==> src/rtl/pipelined_barrel_shifter_pkg.sv <==
// Shared shift-mode encoding for the pipelined barrel shifter and ALU decode.
package pipelined_barrel_shifter_pkg;

  typedef enum logic [1:0] {
    SH_LSL = 2'd0,
    SH_LSR = 2'd1,
    SH_ASR = 2'd2,
    SH_ROR = 2'd3
  } shift_mode_t;

endpackage

==> src/rtl/pipelined_barrel_shifter_if.sv <==
// Operand/result valid-ready bus of the pipelined barrel shifter.
interface pipelined_barrel_shifter_if
  import pipelined_barrel_shifter_pkg::*;
#(
  parameter int WIDTH   = 8,
  parameter int SHAMT_W = $clog2(WIDTH)
) ();

  logic               in_valid;
  logic               in_ready;
  logic [WIDTH-1:0]   in_data;
  logic [SHAMT_W-1:0] in_shamt;
  shift_mode_t        in_mode;
  logic               out_valid;
  logic               out_ready;
  logic [WIDTH-1:0]   out_data;
  logic               out_carry;

  modport master (
    output in_valid, in_data, in_shamt, in_mode, out_ready,
    input  in_ready, out_valid, out_data, out_carry
  );

  modport slave (
    input  in_valid, in_data, in_shamt, in_mode, out_ready,
    output in_ready, out_valid, out_data, out_carry
  );

endinterface

==> src/rtl/pipelined_barrel_shifter_stage.sv <==
// One mux layer of the barrel shifter: optional shift by DIST in the given
// mode, replacing the carry with the last bit shifted out.
module shift_stage
  import pipelined_barrel_shifter_pkg::*;
#(
  parameter int WIDTH = 8,
  parameter int DIST  = 1
) (
  input  logic [WIDTH-1:0] data_i,
  input  logic             carry_i,
  input  shift_mode_t      mode_i,
  input  logic             en_i,
  output logic [WIDTH-1:0] data_o,
  output logic             carry_o
);

  // Shift and carry select for this layer's distance
  always_comb begin
    data_o  = data_i;
    carry_o = carry_i;
    if (en_i) begin
      case (mode_i)
        SH_LSL: begin
          data_o  = data_i << DIST;
          carry_o = data_i[WIDTH-DIST];
        end
        SH_LSR: begin
          data_o  = data_i >> DIST;
          carry_o = data_i[DIST-1];
        end
        SH_ASR: begin
          data_o  = $signed(data_i) >>> DIST;
          carry_o = data_i[DIST-1];
        end
        SH_ROR: begin
          data_o  = (data_i >> DIST) | (data_i << (WIDTH - DIST));
          carry_o = data_i[DIST-1];
        end
        default: begin
          data_o  = data_i;
          carry_o = carry_i;
        end
      endcase
    end else begin
      data_o  = data_i;
      carry_o = carry_i;
    end
  end

endmodule

==> src/rtl/pipelined_barrel_shifter.sv <==
// Elastic barrel shifter: stage k applies shift bit k and registers the
// result, giving SHAMT_W cycles of latency at one operation per cycle.
module pipelined_barrel_shifter
  import pipelined_barrel_shifter_pkg::*;
#(
  parameter int WIDTH   = 8,
  parameter int SHAMT_W = $clog2(WIDTH)
) (
  input logic                       clk,
  input logic                       rst,
  pipelined_barrel_shifter_if.slave bus
);

  logic [SHAMT_W-1:0] v_s;
  logic [SHAMT_W-1:0] ld_s;

  for (genvar k = 0; k < SHAMT_W; k++) begin : g_stage
    // Shift-amount bits still to be applied from this stage onwards
    localparam int RW = SHAMT_W - k;

    logic              up_v_s;
    logic [WIDTH-1:0]  up_data_s;
    logic              up_carry_s;
    logic [RW-1:0]     up_shamt_s;
    shift_mode_t       up_mode_s;
    logic [WIDTH-1:0]  data_d;
    logic              carry_d;
    logic              v_q;
    logic [WIDTH-1:0]  data_q;
    logic              carry_q;

    if (k == 0) begin : g_src
      assign up_v_s     = bus.in_valid;
      assign up_data_s  = bus.in_data;
      assign up_carry_s = 1'b0;
      assign up_shamt_s = bus.in_shamt;
      assign up_mode_s  = bus.in_mode;
    end else begin : g_src
      assign up_v_s     = g_stage[k-1].v_q;
      assign up_data_s  = g_stage[k-1].data_q;
      assign up_carry_s = g_stage[k-1].carry_q;
      assign up_shamt_s = g_stage[k-1].g_fwd.shamt_q;
      assign up_mode_s  = g_stage[k-1].g_fwd.mode_q;
    end

    // A stage may load when any stage from here to the output has a free slot
    // or the output is being drained this cycle.
    assign v_s[k]  = v_q;
    assign ld_s[k] = bus.out_ready | ~(&v_s[SHAMT_W-1:k]);

    shift_stage #(
      .WIDTH (WIDTH),
      .DIST  (1 << k)
    ) u_shift_stage (
      .data_i  (up_data_s),
      .carry_i (up_carry_s),
      .mode_i  (up_mode_s),
      .en_i    (up_shamt_s[0]),
      .data_o  (data_d),
      .carry_o (carry_d)
    );

    // Stage result registers; payload only captured for a valid operation
    always_ff @(posedge clk) begin
      if (rst) begin
        v_q     <= 1'b0;
        data_q  <= '0;
        carry_q <= 1'b0;
      end else if (ld_s[k]) begin
        v_q <= up_v_s;
        if (up_v_s) begin
          data_q  <= data_d;
          carry_q <= carry_d;
        end
      end
    end

    if (k < SHAMT_W - 1) begin : g_fwd
      logic [RW-2:0] shamt_q;
      shift_mode_t   mode_q;

      // Control carried forward to the remaining stages
      always_ff @(posedge clk) begin
        if (rst) begin
          shamt_q <= '0;
          mode_q  <= SH_LSL;
        end else if (ld_s[k] && up_v_s) begin
          shamt_q <= up_shamt_s[RW-1:1];
          mode_q  <= up_mode_s;
        end
      end
    end
  end

  assign bus.in_ready  = ld_s[0];
  assign bus.out_valid = g_stage[SHAMT_W-1].v_q;
  assign bus.out_data  = g_stage[SHAMT_W-1].data_q;
  assign bus.out_carry = g_stage[SHAMT_W-1].carry_q;

endmodule

==> src/flat_wrapper.sv <==
// flat-port wrapper written by rule: the top's interface ports become plain ports
module pipelined_barrel_shifter_flat import pipelined_barrel_shifter_pkg::*;
#(
  parameter int WIDTH   = 8,
  parameter int SHAMT_W = $clog2(WIDTH)
)
  (clk, rst, bus_in_valid, bus_in_data, bus_in_shamt, bus_in_mode, bus_out_ready, bus_in_ready, bus_out_valid, bus_out_data, bus_out_carry);
  pipelined_barrel_shifter_if #(.WIDTH(WIDTH), .SHAMT_W(SHAMT_W)) bus_i ();
  input logic clk;
  input logic rst;
  input wire logic [$bits(bus_i.in_valid)-1:0] bus_in_valid;
  input wire logic [$bits(bus_i.in_data)-1:0] bus_in_data;
  input wire logic [$bits(bus_i.in_shamt)-1:0] bus_in_shamt;
  input wire logic [$bits(bus_i.in_mode)-1:0] bus_in_mode;
  input wire logic [$bits(bus_i.out_ready)-1:0] bus_out_ready;
  output wire logic [$bits(bus_i.in_ready)-1:0] bus_in_ready;
  output wire logic [$bits(bus_i.out_valid)-1:0] bus_out_valid;
  output wire logic [$bits(bus_i.out_data)-1:0] bus_out_data;
  output wire logic [$bits(bus_i.out_carry)-1:0] bus_out_carry;
  assign bus_i.in_valid = bus_in_valid;
  assign bus_i.in_data = bus_in_data;
  assign bus_i.in_shamt = bus_in_shamt;
  assign bus_i.in_mode = bus_in_mode;
  assign bus_i.out_ready = bus_out_ready;
  assign bus_in_ready = bus_i.in_ready;
  assign bus_out_valid = bus_i.out_valid;
  assign bus_out_data = bus_i.out_data;
  assign bus_out_carry = bus_i.out_carry;
  pipelined_barrel_shifter #(.WIDTH(WIDTH), .SHAMT_W(SHAMT_W)) u_core (.clk(clk), .rst(rst), .bus(bus_i));
endmodule
==> config.mk <==
export PLATFORM = sky130hd
export DESIGN_NAME = pipelined_barrel_shifter_flat
export DESIGN_NICKNAME = d
export VERILOG_FILES = /design/src/rtl/pipelined_barrel_shifter_pkg.sv /design/src/rtl/pipelined_barrel_shifter_if.sv /design/src/rtl/pipelined_barrel_shifter_stage.sv /design/src/rtl/pipelined_barrel_shifter.sv /design/src/flat_wrapper.sv
export SDC_FILE = /design/constraint.sdc
export NUM_CORES = 1
export LEC_CHECK = 0
export CAP_MARGIN = 20
export CORE_UTILIZATION = 55
export CTS_BUF_LIST = sky130_fd_sc_hd__clkbuf_8
export CTS_CLUSTER_DIAMETER = 120
export DETAILED_ROUTE_END_ITERATION = 10
export PLACE_DENSITY = 0.83
export SYNTH_ARGS = -nofsm -noshare
export SYNTH_HDL_FRONTEND = slang
export SYNTH_SLANG_ARGS = --single-unit
==> constraint.sdc <==
create_clock -name clk -period 1.3 [get_ports clk]
set_input_delay 0.26 -clock clk [delete_from_list [all_inputs] [get_ports clk]]
set_output_delay 0.26 -clock clk [all_outputs]
set_load 0.05 [all_outputs]
# == Word level (Yosys, flattened, before mapping) ==
# Index checks and enable logic that the tools add are counted.
# totals
out_inout_bits,11
wordCells,56
reg_bits,37
in_bits,17
# op_classes
reduce_logical,13
n_eq_ne,9
n_mux,12
bitwise,9
# op_table
op,count
8-bit one-hot mux with 4 select lines,3
8-bit 2-to-1 mux,3
2-bit equality test (second input constant),6
3-bit OR reduction,3
4-bit by 8-bit OR with 8-bit output,1
6-bit by 8-bit OR with 8-bit output,1
7-bit by 8-bit OR with 8-bit output,1
2-bit AND reduction,4
2-bit by 1-bit equality test with 1-bit output (second input constant),3
2-bit logical NOT,3
1-bit one-hot mux with 2 select lines,3
1-bit 2-to-1 mux,3
1-bit NOT,3
1-bit OR,3
3-bit AND reduction,1
1-bit logical AND,2

# == Logic depth before layout (Yosys ltp) ==
# Gate-level depths: netlist (run 1).
# logic_depth
word_depth,4
depth_mapped,6
depth_no_buf,4

# == Hierarchy ==
# A second synthesis (run 1) with hierarchy kept.
# unflattened
hier_cells,266
area_unflattened_um2,2172.1
# modules_own_cells
module,n_inst,seq_area_each_um2,cells_per_inst,area_each_um2
pipelined_barrel_shifter,1,740.7,163,1534.0
shift_stage at u_core.g_stage[2].u_shift_stage,1,0.0,37,236.5
shift_stage at u_core.g_stage[1].u_shift_stage,1,0.0,34,205.2
shift_stage at u_core.g_stage[0].u_shift_stage,1,0.0,32,196.4

# == Worst setup path after synthesis (run 1) ==
# Ideal clock, no wire load.
# synth_path
path_type,register to register
from,"reg u_core.g_stage[2].v_q, in the netlist u_core.bus.out_valid"
to,reg u_core.g_stage[0].data_q[1]
stages_incl_launch_ff,7
setup_ns,0.130
period_less_slack_ns,1.564
n_path_buf,2
t_arrival_ns,1.434
required_ns,1.170
setup_slack_ns,-0.264
path_cell_list,dfxtp_1 > and4b_1 > buf_4 > inv_4 > buf_6 > o2111ai_1 > o32ai_1
# synth_between
elab_chain_len,4
# synth_lines
item,line,rtl
from (decl),pipelined_barrel_shifter.sv:28,logic v_q;
from (signal assigned),pipelined_barrel_shifter.sv:70,v_q <= up_v_s;
3-bit AND reduction,pipelined_barrel_shifter.sv:49,assign ld_s[k] = bus.out_ready | ~(&v_s[SHAMT_W-1:k]);
1-bit NOT,pipelined_barrel_shifter.sv:49,
1-bit OR,pipelined_barrel_shifter.sv:49,
named net bus_in_ready,flat_wrapper.sv:16,output wire logic [$bits(bus_i.in_ready)-1:0] bus_in_ready;
2-bit AND reduction (no line),n/a,
to (signal assigned),pipelined_barrel_shifter.sv:72,data_q <= data_d;
to (decl),pipelined_barrel_shifter.sv:29,logic [WIDTH-1:0] data_q;
# The timed path passes the listed nets, and every way through them passes these cells.
# A chain may end at the register's enable or synchronous reset.

# == Final worst setup path (run 1) ==
# layout_path
from,"reg u_core.g_stage[2].v_q, in the netlist u_core.bus.out_valid"
to,out bus_in_ready
# layout_between
elab_chain_len,3
# layout_lines
item,line
3-bit AND reduction,pipelined_barrel_shifter.sv:49
1-bit NOT,pipelined_barrel_shifter.sv:49
1-bit OR,pipelined_barrel_shifter.sv:49
to (decl),flat_wrapper.sv:16
# Every way passes these cells.

==> results of run 1 <==
## cells by family (layout without fill, tap and decap cells)
kind of cell	Yosys count	after routing
AOI/OAI and AO/OA	109	109
buffers and inverters	52	96
DFF	37	37
muxes	5	5
and+or+nand+nor	37	38
## power by group through the flow
stage | Sequential (mW) | Clock, mW | Combinational, mW
detailed placement | 1.27 | 0 | 0.490
CTS | 1.24 | 0.751 | 0.493
global route | 1.25 | 0.801 | 0.560
floorplan | 1.29 | 0 | 0.245
finish | 1.25 | 0.745 | 0.518
global placement | 1.26 | 0 | 0.478
## registers in the layout, summed over array words and instances (netlist names)
name	cells
u_core.g_stage.carry_q	2
u_core.g_stage.v_q	2
u_core.g_stage.g_fwd.mode_q	4
u_core.bus.out_data	8
u_core.bus.out_valid	1
u_core.g_stage.g_fwd.shamt_q	3
u_core.g_stage.data_q	16
u_core.bus.out_carry	1
## synth_stat cells, types with 7 or more instances
library cell  instances  area [sq um]
a21oi_1              19          95.1
buf_2                14          70.1
clkbuf_1              7          26.3
dfxtp_1              37           741
inv_1                23          86.3
nand3_1              10          50.1
nor2b_1               8          50.1
o2111ai_1            17           149
o21ai_0              12          60.1
o21ai_1               8          40.0
o311a_1              10           100
o32ai_1              16           140
## worst max-delay path by stage
stage | to | cells past startpoint | start | slack [ns]
CTS | bus_in_ready | 3 | u_core.bus.out_valid | -0.07
global route | bus_in_ready | 3 | u_core.bus.out_valid | -0.09
floorplan | u_core.g_stage[0].data_q[1] | 6 | u_core.bus.out_valid | 0.02
finish | bus_in_ready | 3 | u_core.bus.out_valid | -0.07
detailed placement | u_core.g_stage[0].carry_q | 5 | bus_out_ready | -0.36
global placement | bus_in_ready | 4 | bus_out_ready | -0.31
## metrics by stage
| step | TNS [ns] | instances |
|---|---|---|
| final | -0.103 | 331 |
| after global routing | -0.248 | 331 |
| after CTS | -0.0701 | 331 |
| after detailed placement | -9.12 | 320 |
| after global placement | -6.64 | 320 |
| after floorplan | 0 | 240 |
## repair_timing
| action | 4_1_cts | 5_1_grt |
|---|---|---|
| resized for setup | 3 | 13 |
| cloned | 1 | 0 |
| pin swaps | 2 | 3 |
| setup endpoints to repair | 13 | 20 |
| endpoints found under the hold margin | 0 | 0 |
| buffers inserted | 2 | 0 |
## final cells by class
type                       instances  area (sq um)
clock buffer                       5          68.8
clock inverter                     3          11.3
fill                             236           678
inverter                          28           124
multi-input combinational        152          1140
sequential                        37           748
tap                               46          57.6
timing repair buffer              60           643
## routing by layer
layer  wire length, um  vias to the layer above  part of all wire, %  track usage, %
met3               456                       10                  8.1            6.16
met4                87                        0                  1.5            12.8
met1              2370                     1015                   42            39.5
met5                 0                        -                    0               0
met2              2710                       89                   48            44.3
li1                  -                     1023                    -               -
## worst max-delay path, stage by stage, from the launching register on
cell and delay, ns:
dfxtp_4 0.34, and4b_2 0.29, inv_6 0.05, buf_12 0.14
==> impl_metrics.ini, run 1 <==
[worst_setup_path]
cp.required_ns = 1.04
arrival_ns = 1.11
start_kind = register
cp_max_fo = 2
r2r_start = u_core.g_stage[0].v_q
worstSetupPathType = register to primary output
reg2reg_to = u_core.g_stage[0].data_q[7]
cp-end-kind = primary output
reg2reg_slack_ns = -0.03
r2r_cells = 5

[floorplanning]
die_h_um = 63.3
coreArea_sq_um = 3470
die_area_sq_um = 4010
row_count = 21
start_util_pct = 59.7
io-pin-count = 28
die_w_um = 63.3

[logic_synthesis]
synth_edf_count = 0
synth-adder-area-share_pct = 0
synth.ff_latch_count = 37
ys_types = 46
synth-xor-area-share_pct = 0
synth_warnings = 0
syn-num-nets = 257
synth_compound_area_share_pct = 39.3
synth_async_sr_flop_share_pct = 0
yosys.area_share.simple_pct = 10.8
synth_top_family_by_area = compound AO/OA/AOI/OAI gates
avgSynthCellArea_sq_um = 8.62
ys_seq_area_share_pct = 35.8
netlist_instances = 240
synth_flop_cell = dfxtp_1
yosys-mux-area-fraction_pct = 2.54
netlist_area_sq_um = 2070

[hold_path]
min_path_cells = 2
hp-class = register to register
holdPathEnd = u_core.g_stage[1].carry_q
hp-start = u_core.g_stage[1].carry_q

[placement]
hpwlAfterDp_mm = 3.89
dpl_cell_area_sq_um = 2640
portBuffers = 27
post-place-ws_ns = -0.364
place.gp.congestion = 0.870

[flow_run]
cap_violations = 0

[routing]
routed_via_density = 6.46
routed_wl_mm = 5.62
wire_per_inst_um = 17.0
route.detailed.drc = 0
firstDrtPassIters = 4
drt_iter0_drc = 198
final_antenna_net_count = 0
vias = 2137

[pwr]
p_sw_mw = 0.714
p_comb_share_pct = 20.6
p_leak_nw = 1.09
power_mw = 2.51
pwr-share-clk_pct = 29.7
worst_ir_drop_vdd_uv = 800
swShare_pct = 28.5
internal_power_mw = 1.80
p_seq_share_pct = 49.7
powerDensity_nw_per_um2 = 900

[final_layout]
diodes = 0
stdcell_area_sq_um = 2790
post-route-util_pct = 80.4
final_cell_mix = dfxtp_1, buf_4, inv_1
mostFrequentLayoutCell = dfxtp_1
drive_above_1_share_pct = 24.9
syn2layout_area_growth_pct = 34.8
final_nets = 301

[sta]
skew_ns = 0.00703
fmaxAchievable_mhz = 732
relSlewSlack_pct = 76.5
hold_violations = 0
rsz0062_at_grt = yes
fin_crit_ns = 1.37
min_period_over_period_pct = 105
worst_pin_slew_ns = 0.351
hold_slack_ns = 0.496
drv_slew = 0
setup_slack_ns = -0.0664
final-setup-viol-count = 3

[global_routing]
grt_max_degree = 22
grt_use_total_pct = 29.2
overflow = 0
grt_pass1_wl_mm = 9.05
antenna_found_initial = 0
grt_pass1_vias = 1890

[cts]
cts-root-buf = clkbuf_8
insertion_delay_ns = 0.29
clk_pin_slew_worst_paths_ns = 0.07
cts_max_level = 2
cts_buffer_depth = 2
cts_tree = done
cts_made_buffers = 5
cts.sinks = 37
postCtsHoldBufs = 0

[outcome]
status = finished, violations left
violations = negative setup slack
(Power assumes the default switching activity.)
==> run 2: changes to the inputs <==
SKIP_CTS_REPAIR_TIMING = 1   (was not set)
==> run 2 against run 1 <==
  * Count of clock-buffer cells in the layout unchanged
  * Via count increased by 1.1%
  * Power decreased by 0.37%
  * Sequential share of layout area increased by 0.052 points
  * Register-to-register slack improved by 0.06 ns
  * Core utilization decreased by 0.29 points
  * Sequential power about the same
  * Wire length decreased by 0.32%
  * The run still ends with negative setup slack left
  * Die area unchanged
  * First-iteration DRC count decreased by 5.1%
  * Setup slack got worse by 0.027 ns
  * Global-route usage decreased by 0.53 points
==> impl_metrics.ini, run 2 (same netlist as run 1, synthesis figures left out) <==
[floorplanning]
die_h_um = 63.3
row_count = 21
io-pin-count = 28
start_util_pct = 59.7
die_w_um = 63.3
die_area_sq_um = 4010
coreArea_sq_um = 3470

[global_routing]
grt_max_degree = 22
antenna_found_initial = 0
overflow = 0
grt_pass1_vias = 1891
grt_use_total_pct = 28.6
grt_pass1_wl_mm = 8.96

[final_layout]
drive_above_1_share_pct = 23.9
final_nets = 301
final_cell_mix = dfxtp_1, buf_4, inv_1
regMostFlops = u_core.g_stage.data_q
mostFrequentLayoutCell = dfxtp_1
final_cells = 331
largest_reg_flops = 16
diodes = 0
stdcell_area_sq_um = 2780
n_fill_cell = 238
syn2layout_area_growth_pct = 34.3

[sta]
hold_violations = 0
setup_slack_ns = -0.0934
min_period_over_period_pct = 107
fmaxAchievable_mhz = 718
skew_ns = 0.00602
tns_ns = -0.0934
rsz0062_at_grt = yes
final-setup-viol-count = 1
worst_pin_slew_ns = 0.369
relSlewSlack_pct = 75.4
fin_crit_ns = 1.39
drv_slew = 0

[cts]
clk_pin_slew_worst_paths_ns = 0.07
cts_tree = done
cts.sinks = 37
cts_made_buffers = 5
cts_buffer_depth = 2
cts-root-buf = clkbuf_8
insertion_delay_ns = 0.29
cts_max_level = 2

[routing]
routed_via_density = 6.53
wire_per_inst_um = 16.9
final_antenna_net_count = 0
routed_wl_mm = 5.60
route.detailed.drc = 0
firstDrtPassIters = 7
vias = 2161
drt_iter0_drc = 188

[pwr]
worst_ir_drop_vdd_uv = 732
powerDensity_nw_per_um2 = 900
p_leak_nw = 1.09

[worst_setup_path]
r2r_cells = 5
cp-end-kind = primary output
arrival_ns = 1.13
r2r_start = u_core.bus.out_valid
cp_max_fo = 2
reg2reg_slack_ns = 0.03
crit_chain = and4b_2 > clkinv_4 > buf_12
worstSetupPathType = register to primary output
worst_path_max_delay_cell = dfxtp_1
start_kind = register
reg2reg_to = u_core.g_stage[0].g_fwd.mode_q[1]
cp.required_ns = 1.04
slowest_delay_ns = 0.34

[outcome]
violations = negative setup slack
status = finished, violations left

[hold_path]
holdPathEnd = u_core.g_stage[1].carry_q
min_path_cells = 2
hp-class = register to register
hp-start = u_core.g_stage[1].carry_q

[placement]
place.gp.congestion = 0.870
dpl_cell_area_sq_um = 2640
portBuffers = 27
hpwlAfterDp_mm = 3.89
post-place-cells = 320

[flow_run]
cap_violations = 0
[run 2: per-layer routing]
metal	global-route usage, %	part of all wire (%)	vias to the layer above
met3	5.80	6.0	12
li1	-	-	1024
met5	0	0	-
met2	44.3	48	85
met4	12.8	1.6	0
met1	38.1	44	1040
[run 2: worst max-delay path by stage]
stage                           from                          end  slack, ns  depth (start not counted)
2_1_floorplan   u_core.bus.out_valid  u_core.g_stage[0].data_q[1]       0.02                          6
3_3_place_gp           bus_out_ready                 bus_in_ready      -0.31                          4
3_5_place_dp           bus_out_ready    u_core.g_stage[0].carry_q      -0.36                          5
4_1_cts                bus_out_ready                 bus_in_ready      -0.38                          4
5_1_grt        u_core.g_stage[0].v_q                 bus_in_ready      -0.13                          3
6_report       u_core.g_stage[0].v_q                 bus_in_ready      -0.09                          3
[run 2: cell type report]
cell class	count	area, sq um	area share [%]
inverter	28	124	4.46
sequential	37	747	26.9
clock inverter	3	11.3	0.405
tap	46	57.6	2.07
timing repair buffer	60	654	23.5
clock buffer	5	68.8	2.48
multi-input combinational	152	1120	40.2
[run 2: power breakdown]
group,leakage (nW),switching [mW],internal (mW)
Sequential,0.304,0.0558,1.19
Clock,0.0519,0.387,0.357
Combinational,0.733,0.265,0.246
Total,1.09,0.708,1.79
[run 2: worst max-delay path: cells and delay by family, from the launching register on]
kind	cells	cell delay, ns
flip-flops	1	0.34
AND/OR/NAND/NOR	1	0.29
buffers and inverters	2	0.21
[run 2: per-stage QoR]
step / hold slack [ns] / setup slack [ns] / total power, mW / utilization (%)
6_report: 0.502 / -0.0934 / 2.50 / 80.2
4_1_cts: 0.492 / -0.385 / 2.49 / 78.4
5_1_grt: 0.519 / -0.129 / 2.60 / 80.2
2_1_floorplan: 0.408 / 0.0180 / 1.53 / -
3_3_place_gp: 0.478 / -0.308 / 1.74 / 76.0
3_5_place_dp: 0.482 / -0.364 / 1.76 / 76.0
==> run 3: changes to the inputs <==
CORE_ASPECT_RATIO = 0.7   (was not set)
CORE_UTILIZATION = 44   (was 55)
PLACE_DENSITY = 0.69   (was 0.83)
==> run 3 against run 2 <==
  * The flow still finishes with violations (negative setup slack)
  * Global-route usage down 5.6 points
  * Sequential share of layout area fell by 0.86 points
  * Die area rose by 24%
  * First-iteration DRC count up 29%
  * Register-to-register slack about the same
  * Non-clock buffer count rose by 4
  * Count of clock-buffer cells in the layout did not move
  * Via count shrank 3.9%
  * Hold slack worse by 0.041 ns
  * Clock skew grew 0.0014 ns
  * Power rose by 1.4%
  * Flip-flop and latch count unchanged
  * Largest cell class unchanged
==> impl_metrics.ini, run 3 (same netlist as run 1, synthesis figures left out) <==
[outcome]
status = finished, violations left
violations = negative setup slack

[sta]
skew_ns = 0.00742
fmaxAchievable_mhz = 719
setup_slack_ns = -0.0909
drv_slew = 0
worst_pin_slew_ns = 0.399
hold_violations = 0
min_period_over_period_pct = 107
relSlewSlack_pct = 73.4
rsz0062_at_grt = yes
fin_crit_ns = 1.39
tns_ns = -0.0909
final-setup-viol-count = 1

[global_routing]
antenna_found_initial = 0
grt_pass1_vias = 1818
grt_max_degree = 36
overflow = 0
grt_use_total_pct = 23.0
grt_pass1_wl_mm = 9.06

[placement]
portBuffers = 27
hpwlAfterDp_mm = 4.12
place.gp.congestion = 0.853
dpl_cell_area_sq_um = 2710

[worst_setup_path]
cp.required_ns = 1.04
r2r_start = u_core.bus.out_valid
reg2reg_slack_ns = 0.04
cp-end-kind = primary output
start_kind = register
arrival_ns = 1.13
cp_max_fo = 4
r2r_cells = 4
worstSetupPathType = register to primary output
reg2reg_to = u_core.g_stage[0].carry_q

[pwr]
worst_ir_drop_vdd_uv = 661
p_leak_nw = 1.13
powerDensity_nw_per_um2 = 885

[final_layout]
final_nets = 305
mostFrequentLayoutCell = dfxtp_1
multi_input_area_sq_um = 1130
diodes = 0
syn2layout_area_growth_pct = 38.6
drive_above_1_share_pct = 26.3
largest_reg_flops = 16
final_cell_mix = dfxtp_1, buf_4, inv_1
regArea_sq_um = 746
stdcell_area_sq_um = 2870
post-route-util_pct = 64.7
n_fill_cell = 391
regMostFlops = u_core.g_stage.data_q

[floorplanning]
die_w_um = 84.0
row_count = 20
io-pin-count = 28
die_h_um = 59.4
die_area_sq_um = 4990
start_util_pct = 46.7
coreArea_sq_um = 4430

[routing]
routed_via_density = 6.04
firstDrtPassIters = 4
vias = 2077
final_antenna_net_count = 0
wire_per_inst_um = 16.1
routed_wl_mm = 5.53
drt_iter0_drc = 243
route.detailed.drc = 0

[hold_path]
hp-start = bus_in_mode[1]
holdPathEnd = u_core.g_stage[0].g_fwd.mode_q[1]
min_path_cells = 4
hp-class = input pin to register

[cts]
cts_buffer_depth = 2
cts.sinks = 37
insertion_delay_ns = 0.28
cts-root-buf = clkbuf_8
cts_made_buffers = 5
cts_tree = done
cts_max_level = 2
clk_pin_slew_worst_paths_ns = 0.07

[flow_run]
cap_violations = 0
[run 3: final cells by class]
class                      count  share of cell area, %
tap                           55                   2.40
inverter                      28                   4.32
clock buffer                   5                   2.40
multi-input combinational    152                   39.3
timing repair buffer          64                   25.1
sequential                    37                   26.0
clock inverter                 3                  0.480
[run 3: metal layers]
metal	GRT usage (%)	share of wire (%)	vias up	routed length, um
met5	0	0	-	0
met4	2.96	0.14	0	8
met3	4.60	5.8	2	321
met2	34.3	41	56	2290
met1	35.1	53	983	2910
li1	-	-	1036	-
[run 3: worst max-delay path by stage]
stage | to | slack (ns) | start | cells past startpoint
6_report | bus_in_ready | -0.09 | u_core.bus.out_valid | 3
5_1_grt | bus_in_ready | -0.13 | u_core.bus.out_valid | 3
4_1_cts | bus_in_ready | -0.34 | bus_out_ready | 4
3_5_place_dp | u_core.g_stage[0].data_q[4] | -0.41 | bus_out_ready | 5
3_3_place_gp | u_core.g_stage[0].carry_q | -0.32 | bus_out_ready | 5
2_1_floorplan | u_core.g_stage[0].data_q[1] | 0.02 | u_core.bus.out_valid | 6
[run 3: worst max-delay path, cell delays in order (launching register included)]
cell      delay (ns)
dfxtp_4         0.35
and4b_2         0.27
clkinv_4        0.08
buf_12          0.15
[run 3: power by group]
group | leakage, nW | switching, mW | internal (mW)
registers | 0.304 | 0.0523 | 1.19
clock network | 0.0491 | 0.391 | 0.363
logic | 0.774 | 0.274 | 0.266
total | 1.13 | 0.718 | 1.82
[run 3: through the flow]
step	worst slack, ns	instances	total power [mW]	hold WS (ns)
finish	-0.0909	344	2.54	0.461
global placement	-0.318	332	1.77	0.475
detailed placement	-0.413	332	1.78	0.476
floorplan	0.0180	240	1.53	0.408
CTS	-0.337	340	2.53	0.488
global route	-0.127	344	2.66	0.478
